## config.mk

```make
export PLATFORM = sky130hd
export DESIGN_NAME = hash_index_issue_stage_flat
export DESIGN_NICKNAME = d
export VERILOG_FILES = /design/src/rtl/hash_index_issue_stage_pkg.sv /design/src/rtl/hash_index_issue_stage_if.sv /design/src/rtl/hash_index_issue_stage_fib_hash_pipe.sv /design/src/rtl/hash_index_issue_stage.sv /design/src/flat_wrapper.sv
export SDC_FILE = /design/constraint.sdc
export NUM_CORES = 1
export LEC_CHECK = 0
export CELL_PAD_IN_SITES_DETAIL_PLACEMENT = 0
export CELL_PAD_IN_SITES_GLOBAL_PLACEMENT = 1
export CORE_ASPECT_RATIO = 1.25
export CORE_MARGIN = 3
export CORE_UTILIZATION = 48
export DETAILED_ROUTE_END_ITERATION = 10
export PLACE_DENSITY_LB_ADDON = 0.1
export SYNTH_ARGS = -nofsm -noshare
export SYNTH_HDL_FRONTEND = slang
export SYNTH_SLANG_ARGS = --single-unit
```

## constraint.sdc

```tcl
create_clock -name clk -period 9.7 [get_ports clk]
set_clock_uncertainty 0.2 [all_clocks]
set_input_delay 2.91 -clock clk [delete_from_list [all_inputs] [get_ports clk]]
set_output_delay 2.91 -clock clk [all_outputs]
set_load 0.01 [all_outputs]
```

## src/rtl/hash_index_issue_stage_pkg.sv

```systemverilog
// Shared opt encodings, default widths and the Fibonacci hash constant for the
// hash-index issue stage and its read-side siblings.
package hash_index_issue_stage_pkg;

    localparam int DEF_INDEX_WIDTH = 12;
    localparam int DEF_VALUE_WIDTH = 31;
    localparam int DEF_KEY_WIDTH   = 32;
    localparam int DEF_HAZ_DEPTH   = 8;

    localparam logic [31:0] DEF_HASH_MULT = 32'h9E3779B1;

    typedef enum logic [1:0] {
        OPT_READ  = 2'b00,
        OPT_WRITE = 2'b01,
        OPT_RSVD  = 2'b10,
        OPT_DEL   = 2'b11
    } opt_e;

    // Only writes and deletes change bank contents; the reserved code behaves as a read.
    function automatic logic is_mutating(input logic [1:0] opt);
        return (opt == OPT_WRITE) || (opt == OPT_DEL);
    endfunction

endpackage

```

## src/rtl/hash_index_issue_stage_if.sv

```systemverilog
// Request-side valid/ready link carrying key, value and opt into the issue stage.
interface hash_index_issue_stage_if
    import hash_index_issue_stage_pkg::*;
#(
    parameter int KEY_WIDTH   = DEF_KEY_WIDTH,
    parameter int VALUE_WIDTH = DEF_VALUE_WIDTH
);
    logic                   in_valid;
    logic                   in_ready;
    logic [KEY_WIDTH-1:0]   in_key;
    logic [VALUE_WIDTH-1:0] in_value;
    logic [1:0]             in_opt;

    modport master (
        output in_valid,
        output in_key,
        output in_value,
        output in_opt,
        input  in_ready
    );

    modport slave (
        input  in_valid,
        input  in_key,
        input  in_value,
        input  in_opt,
        output in_ready
    );

endinterface

```

## src/rtl/hash_index_issue_stage_fib_hash_pipe.sv

```systemverilog
// Two-register multiplicative hash pipe (H1 partial products, H2 index) with a
// hold input that freezes both registers while the consumer stalls.
module fib_hash_pipe
    import hash_index_issue_stage_pkg::*;
#(
    parameter int                   INDEX_WIDTH = DEF_INDEX_WIDTH,
    parameter int                   VALUE_WIDTH = DEF_VALUE_WIDTH,
    parameter int                   KEY_WIDTH   = DEF_KEY_WIDTH,
    parameter logic [KEY_WIDTH-1:0] HASH_MULT   = KEY_WIDTH'(DEF_HASH_MULT)
) (
    input  logic                   clk,
    input  logic                   reset,
    input  logic                   hold_i,
    input  logic                   valid_i,
    input  logic [KEY_WIDTH-1:0]   key_i,
    input  logic [VALUE_WIDTH-1:0] value_i,
    input  logic [1:0]             opt_i,
    output logic                   valid_o,
    output logic [INDEX_WIDTH-1:0] index_o,
    output logic [KEY_WIDTH-1:0]   key_o,
    output logic [VALUE_WIDTH-1:0] value_o,
    output logic [1:0]             opt_o
);

    logic                   h1_valid_q, h1_valid_d;
    logic [KEY_WIDTH-1:0]   h1_key_q,   h1_key_d;
    logic [VALUE_WIDTH-1:0] h1_value_q, h1_value_d;
    logic [1:0]             h1_opt_q,   h1_opt_d;
    logic [KEY_WIDTH-1:0]   h1_lo_q,    h1_lo_d;
    logic [KEY_WIDTH-1:0]   h1_hi_q,    h1_hi_d;

    logic                   h2_valid_q, h2_valid_d;
    logic [INDEX_WIDTH-1:0] h2_index_q, h2_index_d;
    logic [KEY_WIDTH-1:0]   h2_key_q,   h2_key_d;
    logic [VALUE_WIDTH-1:0] h2_value_q, h2_value_d;
    logic [1:0]             h2_opt_q,   h2_opt_d;

    logic [KEY_WIDTH-1:0]   key_lo_ext;
    logic [KEY_WIDTH-1:0]   key_hi_ext;
    logic [KEY_WIDTH-1:0]   product;

    // Splitting the key into 16-bit halves keeps each multiplier DSP-sized.
    assign key_lo_ext = {{(KEY_WIDTH-16){1'b0}}, key_i[15:0]};
    assign key_hi_ext = {16'b0, key_i[KEY_WIDTH-1:16]};
    assign product    = h1_lo_q + (h1_hi_q << 16);

    always_comb begin
        h1_valid_d = h1_valid_q;
        h1_key_d   = h1_key_q;
        h1_value_d = h1_value_q;
        h1_opt_d   = h1_opt_q;
        h1_lo_d    = h1_lo_q;
        h1_hi_d    = h1_hi_q;
        h2_valid_d = h2_valid_q;
        h2_index_d = h2_index_q;
        h2_key_d   = h2_key_q;
        h2_value_d = h2_value_q;
        h2_opt_d   = h2_opt_q;
        if (!hold_i) begin
            h1_valid_d = valid_i;
            h1_key_d   = key_i;
            h1_value_d = value_i;
            h1_opt_d   = opt_i;
            h1_lo_d    = key_lo_ext * HASH_MULT;
            h1_hi_d    = key_hi_ext * HASH_MULT;
            h2_valid_d = h1_valid_q;
            h2_index_d = product[KEY_WIDTH-1 -: INDEX_WIDTH];
            h2_key_d   = h1_key_q;
            h2_value_d = h1_value_q;
            h2_opt_d   = h1_opt_q;
        end
    end

    always_ff @(posedge clk) begin
        if (reset) begin
            h1_valid_q <= 1'b0;
            h2_valid_q <= 1'b0;
        end else begin
            h1_valid_q <= h1_valid_d;
            h2_valid_q <= h2_valid_d;
        end
        h1_key_q   <= h1_key_d;
        h1_value_q <= h1_value_d;
        h1_opt_q   <= h1_opt_d;
        h1_lo_q    <= h1_lo_d;
        h1_hi_q    <= h1_hi_d;
        h2_index_q <= h2_index_d;
        h2_key_q   <= h2_key_d;
        h2_value_q <= h2_value_d;
        h2_opt_q   <= h2_opt_d;
    end

    assign valid_o = h2_valid_q;
    assign index_o = h2_index_q;
    assign key_o   = h2_key_q;
    assign value_o = h2_value_q;
    assign opt_o   = h2_opt_q;

endmodule

```

## src/rtl/hash_index_issue_stage.sv

```systemverilog
// Hashes table requests, holds back any request whose index collides with a
// recent write/delete, and issues the survivors in order to the URAM stage.
module hash_index_issue_stage
    import hash_index_issue_stage_pkg::*;
#(
    parameter int                   INDEX_WIDTH = DEF_INDEX_WIDTH,
    parameter int                   VALUE_WIDTH = DEF_VALUE_WIDTH,
    parameter int                   KEY_WIDTH   = DEF_KEY_WIDTH,
    parameter logic [KEY_WIDTH-1:0] HASH_MULT   = KEY_WIDTH'(DEF_HASH_MULT),
    parameter int                   HAZ_DEPTH   = DEF_HAZ_DEPTH
) (
    input  logic                     clk,
    input  logic                     reset,
    hash_index_issue_stage_if.slave  req,
    output logic [INDEX_WIDTH-1:0]   index_out,
    output logic [KEY_WIDTH-1:0]     key_out,
    output logic [VALUE_WIDTH-1:0]   value_out,
    output logic [1:0]               opt_out,
    output logic                     en_out,
    output logic [15:0]              stall_count
);

    // A write occupies HAZ_DEPTH consecutive issue slots: its own plus the next
    // HAZ_DEPTH-1. The candidate's own slot is implicit, so only the HAZ_DEPTH-1
    // most recent issue slots (slot 0 being the output register) are compared.
    localparam int NWIN = HAZ_DEPTH - 1;

    logic                   h3_valid;
    logic [INDEX_WIDTH-1:0] h3_index;
    logic [KEY_WIDTH-1:0]   h3_key;
    logic [VALUE_WIDTH-1:0] h3_value;
    logic [1:0]             h3_opt;

    logic                   hazard;
    logic                   issue;

    logic [NWIN-1:0]                  win_valid;
    logic [NWIN-1:0][INDEX_WIDTH-1:0] win_index;
    logic [NWIN-1:0]                  win_match;
    logic [NWIN-1:1]                  win_valid_q;
    logic [INDEX_WIDTH-1:0]           win_index_q [1:NWIN-1];

    logic                   en_out_q,    en_out_d;
    logic [INDEX_WIDTH-1:0] index_out_q, index_out_d;
    logic [KEY_WIDTH-1:0]   key_out_q,   key_out_d;
    logic [VALUE_WIDTH-1:0] value_out_q, value_out_d;
    logic [1:0]             opt_out_q,   opt_out_d;
    logic [15:0]            stall_cnt_q, stall_cnt_d;

    fib_hash_pipe #(
        .INDEX_WIDTH (INDEX_WIDTH),
        .VALUE_WIDTH (VALUE_WIDTH),
        .KEY_WIDTH   (KEY_WIDTH),
        .HASH_MULT   (HASH_MULT)
    ) u_hash (
        .clk     (clk),
        .reset   (reset),
        .hold_i  (hazard),
        .valid_i (req.in_valid && req.in_ready),
        .key_i   (req.in_key),
        .value_i (req.in_value),
        .opt_i   (req.in_opt),
        .valid_o (h3_valid),
        .index_o (h3_index),
        .key_o   (h3_key),
        .value_o (h3_value),
        .opt_o   (h3_opt)
    );

    genvar gi;
    generate
        for (gi = 0; gi < NWIN; gi++) begin : g_win
            if (gi == 0) begin : g_head
                assign win_valid[gi] = en_out_q && is_mutating(opt_out_q);
                assign win_index[gi] = index_out_q;
            end else begin : g_tail
                assign win_valid[gi] = win_valid_q[gi];
                assign win_index[gi] = win_index_q[gi];
            end
            assign win_match[gi] = win_valid[gi] && (win_index[gi] == h3_index);
        end
    endgenerate

    assign hazard       = h3_valid && (|win_match);
    assign issue        = h3_valid && !hazard;
    assign req.in_ready = !hazard;

    // Stall cycles put no issue on the output, so an invalid slot shifts in.
    always_ff @(posedge clk) begin
        if (reset) begin
            win_valid_q <= '0;
        end else begin
            win_valid_q <= win_valid[NWIN-2:0];
        end
        for (int i = 1; i < NWIN; i++) begin
            win_index_q[i] <= win_index[i-1];
        end
    end

    always_comb begin
        en_out_d    = issue;
        index_out_d = index_out_q;
        key_out_d   = key_out_q;
        value_out_d = value_out_q;
        opt_out_d   = opt_out_q;
        stall_cnt_d = stall_cnt_q;
        if (issue) begin
            index_out_d = h3_index;
            key_out_d   = h3_key;
            value_out_d = h3_value;
            opt_out_d   = h3_opt;
        end
        if (hazard && (stall_cnt_q != 16'hFFFF)) begin
            stall_cnt_d = stall_cnt_q + 16'd1;
        end
    end

    always_ff @(posedge clk) begin
        if (reset) begin
            en_out_q    <= 1'b0;
            index_out_q <= '0;
            key_out_q   <= '0;
            value_out_q <= '0;
            opt_out_q   <= '0;
            stall_cnt_q <= '0;
        end else begin
            en_out_q    <= en_out_d;
            index_out_q <= index_out_d;
            key_out_q   <= key_out_d;
            value_out_q <= value_out_d;
            opt_out_q   <= opt_out_d;
            stall_cnt_q <= stall_cnt_d;
        end
    end

    assign en_out      = en_out_q;
    assign index_out   = index_out_q;
    assign key_out     = key_out_q;
    assign value_out   = value_out_q;
    assign opt_out     = opt_out_q;
    assign stall_count = stall_cnt_q;

endmodule
```

## src/flat_wrapper.sv

```systemverilog
// flat-port wrapper written by rule: the top's interface ports become plain ports
module hash_index_issue_stage_flat import hash_index_issue_stage_pkg::*;
#(
    parameter int                   INDEX_WIDTH = DEF_INDEX_WIDTH,
    parameter int                   VALUE_WIDTH = DEF_VALUE_WIDTH,
    parameter int                   KEY_WIDTH   = DEF_KEY_WIDTH,
    parameter logic [KEY_WIDTH-1:0] HASH_MULT   = KEY_WIDTH'(DEF_HASH_MULT),
    parameter int                   HAZ_DEPTH   = DEF_HAZ_DEPTH
)
  (clk, reset, index_out, key_out, value_out, opt_out, en_out, stall_count, req_in_valid, req_in_key, req_in_value, req_in_opt, req_in_ready);
  hash_index_issue_stage_if #(.KEY_WIDTH(KEY_WIDTH), .VALUE_WIDTH(VALUE_WIDTH)) req_i ();
  input  logic clk;
  input  logic reset;
  output logic [INDEX_WIDTH-1:0] index_out;
  output logic [KEY_WIDTH-1:0] key_out;
  output logic [VALUE_WIDTH-1:0] value_out;
  output logic [1:0] opt_out;
  output logic en_out;
  output logic [15:0] stall_count;
  input wire logic [$bits(req_i.in_valid)-1:0] req_in_valid;
  input wire logic [$bits(req_i.in_key)-1:0] req_in_key;
  input wire logic [$bits(req_i.in_value)-1:0] req_in_value;
  input wire logic [$bits(req_i.in_opt)-1:0] req_in_opt;
  output wire logic [$bits(req_i.in_ready)-1:0] req_in_ready;
  assign req_i.in_valid = req_in_valid;
  assign req_i.in_key = req_in_key;
  assign req_i.in_value = req_in_value;
  assign req_i.in_opt = req_in_opt;
  assign req_in_ready = req_i.in_ready;
  hash_index_issue_stage #(.INDEX_WIDTH(INDEX_WIDTH), .VALUE_WIDTH(VALUE_WIDTH), .KEY_WIDTH(KEY_WIDTH), .HASH_MULT(HASH_MULT), .HAZ_DEPTH(HAZ_DEPTH)) u_core (.clk(clk), .reset(reset), .req(req_i), .index_out(index_out), .key_out(key_out), .value_out(value_out), .opt_out(opt_out), .en_out(en_out), .stall_count(stall_count));
endmodule
```

Word level (Yosys, flattened, before mapping)
Memories as Yosys holds them, arrays and structs flattened.
Cells that the tools add are included.
- bits in writable memories: 72
- input port bits: 68
- output and inout bits: 95
- bits in registers: 292
- memories kept: 1
- logic and storage cells: 48
- equal/unequal tests: 10
- add/sub/neg operators: 2
- reduce and logical (&&, ||, !) cells: 15
- $mul: 2
- memory list (name ; depth ; bits a word ; rd ports ; clocked after memory_dff ; write ports ; RTL line ; source):
    u_core.win_index_q ; 6 ; 12 ; 6 ; 0 ; 6 ; hash_index_issue_stage.sv:41 ; logic [INDEX_WIDTH-1:0] win_index_q [1:NWIN-1];
- operators with widths (kind ; number):
    12-bit == test ; 7
    32-bit adder ; 1
    16-bit by 32-bit multiplier with 16-bit output (second input constant) ; 1
    16-bit by 32-bit multiplier with 32-bit output (second input constant) ; 1
    16-bit by 1-bit adder with 16-bit output (second input constant) ; 1
    16-bit inequality test (second input constant) ; 1
    1-bit logical AND ; 12
    7-bit OR reduction ; 1
    2-bit by 1-bit == test with 1-bit output (second input constant) ; 1
    2-bit == test (second input constant) ; 1
    1-bit zero test ; 1
    1-bit logical OR ; 1

Logic depth before layout (Yosys ltp)
Gate-level depths: netlist (run 1).
- word-level depth: 8
- depth in mapped cells: 21
- mapped depth without buffers: 21

Hierarchy
A second synthesis (run 1) with hierarchy kept.
- cells, all modules: 1578
- area, all modules: 19593.8 sq um
- modules (own cells, without submodules) (module ; area each (sq um) ; sequential area each (sq um) ; instances ; cells each):
    fib_hash_pipe ; 13160.1 ; 5144.9 ; 1 ; 996
    hash_index_issue_stage ; 6433.7 ; 3443.3 ; 1 ; 582

Least setup slack after synthesis (run 1)
No wires, ideal clock.
- path kind: in2reg
- start: in req_in_key[4]
- end: reg u_core.u_hash.h1_lo_q[30] (data pin)
- data required time: 9.242 ns
- arrival time: 7.923 ns
- setup time: 0.258 ns
- stages: 17
- path buffers: 0
- slack: 1.319 ns
- cell sequence: fa_1 > inv_1 > fa_1 > inv_1 > fa_1 > fa_1 > fa_1 > fa_1 > ha_1 > nand3_1 > a2111o_1 > a31o_2 > a2111o_1 > a21oi_1 > or3_1 > a21oi_1 > xnor2_1
- word-level cells in the longest chain between the ends: 1
- ends and longest elaborated chain (what ; RTL line ; source):
    from (decl) ; flat_wrapper.sv:21 ; input wire logic [$bits(req_i.in_key)-1:0] req_in_key;
    16-bit by 32-bit multiplier with 32-bit output ; hash_index_issue_stage_fib_hash_pipe.sv:64 ; h1_lo_d = key_lo_ext * HASH_MULT;
    to (signal assigned) ; hash_index_issue_stage_fib_hash_pipe.sv:85 ; h1_lo_q <= h1_lo_d;
    to (decl) ; hash_index_issue_stage_fib_hash_pipe.sv:29 ; logic [KEY_WIDTH-1:0] h1_lo_q, h1_lo_d;
No other way between the ends.
A chain may end at the register's enable or synchronous reset.

Worst setup path in the final report (run 1)
- start: in req_in_key[6]
- end: reg u_core.u_hash.h1_lo_q[30] (data pin)
The elaborated chain is that of the path after synthesis.

==> results.ini, run 1 <==
[setup_path]
crit_buf_inv = 3
cp_max_fo = 7
worstPathCellList = clkdlybuf4s50_1, fa_1, fa_1, inv_1, fa_1, inv_1, fa_1, fa_1, fa_1, ha_1, nand3_1, a2111o_1, a31o_2, a2111o_1, a21oi_1, or3_1, a21oi_1, xnor2_1
cp.arrival_ns = 8.89
crit_cells = 18
cpPeakStageDelay_ns = 0.65
r2r-start = u_core.u_hash.index_o[8]
required_ns = 9.78
r2r_setup_slack_ns = 5.38
cp_common_cell = fa_1
r2r_cells = 7
critPathKind = input port to flop
cp_top_family = adder cells
crit_path_top_delay_cell = clkdlybuf4s50_1
end_kind = flop
r2r_end = u_core.u_hash.h1_key_q[30]
startpoint_type = input port

[layout]
layout_commonest_cell = inv_1
final_cells = 2233
area_growth_pct = 16.7
fin_area_mm2 = 0.0225
drive_gt1_share_pct = 5.31
mostFrequentLayoutCells = inv_1, dfxtp_1, fa_1, edfxtp_1, ha_1
nets = 2112

[sta]
slew_headroom_pct = 29.8
setup_viol = 0
finalCriticalPeriod_ns = 8.81
rsz0062_at_grt = false
final_hold_viol_count = 0
setup_tns_ns = 0
clock.fmax_ghz = 0.114
finalCritPeriodShare_pct = 90.8
worst_pin_slew_ns = 1.05
drv_slew = 0

[cts]
cts_tree = built
cts_sinks = 344
worstSkewPairLatency_ns = 0.53
clock-root-buffer = clkbuf_16
post_cts_resized = 0
hold_buffers = 0
cts_buffers = 37
htree_levels = 2
clockBufferDepth = 3
clkTransAtPathRegs_ns = 0.06
cts_setup_buffers = 0

[drt]
num_vias = 11000
drt_iter0_drc = 454
firstDrtPassIters = 4
drc_errors = 0
avgViaCountPerCell = 4.93
ant_nets = 0
post_drt_wl_per_cell_um = 18.2
drt-total-wl_um = 40600

[floorplan]
io_pins = 163
coreArea_mm2 = 0.0394
die_x_um = 185
rows = 81
dieArea_mm2 = 0.0426
initial_core_util_pct = 48.9
die_h_um = 230

[global_routing]
antenna_found_initial = 1
grt_max_degree = 105
grt-ovfl-total = 0
grt_pass1_vias = 11600
grt_pass1_wl_um = 64700
grt_usage_pct = 19.8

[logic_synthesis]
synth_cell_types = 56
synth.avg_cell_area_um2 = 12.5
synth-main-ff-cell = dfxtp_1
synth_nets = 1946
syn_area_mm2 = 0.0193
synth-seq-cells = 344
synth_warnings = 0
yosysTopAreaCell = edfxtp_1
synth_enable_flop_cells = 170
synth_top_area_share_pct = 26.5
synth.area.top_cells = edfxtp_1, dfxtp_1, fa_1
ys_async_sr_fraction_pct = 0
synth-seq-area-share_pct = 44.6
synthCells = 1539

[power]
p_int_mw = 4.66
switching_share_pct = 39.1
totalPowerFinal_mw = 7.66
peakVddDrop_mv = 0.500
leakagePower_nw = 10.0
pwr-share-comb_pct = 54.4
seq_power_share_pct = 27.3
clockPowerShare_pct = 18.3
cellPowerDensity_mw_per_mm2 = 341
power.switching_mw = 3.00

[place]
placed_cells = 2164
place_congestion = 0.883
placed_area_mm2 = 0.0212
post-dp-hpwl_um = 31700
port_buffers = 162

[worst_hold_path]
min_to = u_core.win_index_q[0][71]
min_path_type = flop to flop
holdPathStages = 0
worstHoldStart = u_core.win_index_q[0][59]

[outcome]
status = finished, final reports clean

[job]
maxCapViolCount = 0

-- cells in the mapped netlist, drive strengths merged, types with 2 or more instances --
cell type and n:
nor4 13, edfxtp 170, nand2 28, and3 7, o21ai 14, a21boi 4
nor2 110, mux2 3, a2111o 2, a21oi 26, o21a 3, or4 2
xnor2 118, ha 169, buf 34, a21o 5, dfxtp 174, mux2i 79
a41oi 2, fa 170, or2 4, nand4 16, a221oi 3, clkbuf 10
a31o 2, a211oi 4, nor3 7, nor2b 15, o21bai 3, inv 270
xor2 34, nand3 20, a31oi 4, or3 5
-- metrics by stage --
| stage | hold WS (ns) | worst slack (ns) | utilization, % |
|---|---|---|---|
| floorplan | 0.149 | 1.32 | - |
| global placement | 0.151 | 0.391 | 53.9 |
| detailed placement | 0.153 | 0.352 | 53.9 |
| CTS | 0.160 | 0.911 | 57.0 |
| global route | 0.166 | 0.572 | 57.0 |
| finish | 0.156 | 0.891 | 57.0 |
-- area by class of cell --
| class | instances | area (µm²) |
|---|---|---|
| repair buffers | 171 | 1690 |
| clock inverters | 14 | 159 |
| inverters | 270 | 1020 |
| fillers | 3347 | 16900 |
| multi-input cells | 881 | 9330 |
| diodes | 1 | 2.50 |
| clock buffers | 54 | 1070 |
| flip-flops and latches | 344 | 8590 |
| well taps | 498 | 623 |
-- power by group through the flow --
stage / clock network (mW) / logic (mW) / registers (mW)
2_1_floorplan: 0 / 3.35 / 2.01
3_3_place_gp: 0 / 4.22 / 2.12
3_5_place_dp: 0 / 4.24 / 2.13
4_1_cts: 1.44 / 4.28 / 2.10
5_1_grt: 1.50 / 4.82 / 2.12
6_report: 1.40 / 4.16 / 2.09
-- cell families after synthesis --
logic type                 synth area share (%)
adders and majority gates                  28.6
and+or+nand+nor                            5.92
DFF                                        44.6
buffers and inverters                      7.01
xor gates and xnor gates                   6.91
AOI/OAI and AO/OA                          2.68
muxes                                      4.28
-- layer usage --
layer / vias up / track usage (%) / share of wire, %
met5: - / 0 / 0
met4: 0 / 5.63 / 2.7
met3: 60 / 2.26 / 2.9
met2: 175 / 34.1 / 51
met1: 5433 / 26.4 / 44
li1: 5334 / - / -
-- worst max path at each step --
| stage | startpoint | to | slack [ns] |
|---|---|---|---|
| final | req_in_key[6] | u_core.u_hash.h1_lo_q[30] | 0.89 |
| after detailed placement | req_in_key[6] | u_core.u_hash.h1_lo_q[30] | 0.35 |
| after global placement | req_in_key[5] | u_core.u_hash.h1_lo_q[30] | 0.39 |
| after global routing | req_in_key[8] | u_core.u_hash.h1_lo_q[30] | 0.57 |
| after CTS | req_in_key[5] | u_core.u_hash.h1_lo_q[30] | 0.91 |
| after floorplan | req_in_key[4] | u_core.u_hash.h1_lo_q[30] | 1.32 |
-- state kept, by name, indices dropped and copies added (netlist names) --
signal / flops
u_core.en_out: 1
u_core.index_out: 12
u_core.key_out: 32
u_core.opt_out: 2
u_core.stall_count: 16
u_core.u_hash.h1_hi_q: 12
u_core.u_hash.h1_key_q: 32
u_core.u_hash.h1_lo_q: 16
u_core.u_hash.h1_opt_q: 2
u_core.u_hash.h1_valid_q: 1
u_core.u_hash.h1_value_q: 31
u_core.u_hash.index_o: 12
u_core.u_hash.key_o: 32
u_core.u_hash.opt_o: 2
u_core.u_hash.valid_o: 1
u_core.u_hash.value_o: 31
u_core.value_out: 31
u_core.win_index_q: 72
u_core.win_valid_q: 6
Power figures use the tool's default switching activity.
==> inputs of run 2 (changes only) <==
Settings changed: SETUP_SLACK_MARGIN set to 0.05.
==> results of run 2 <==
Final layout, timing and power as in run 1 (identical DEF).
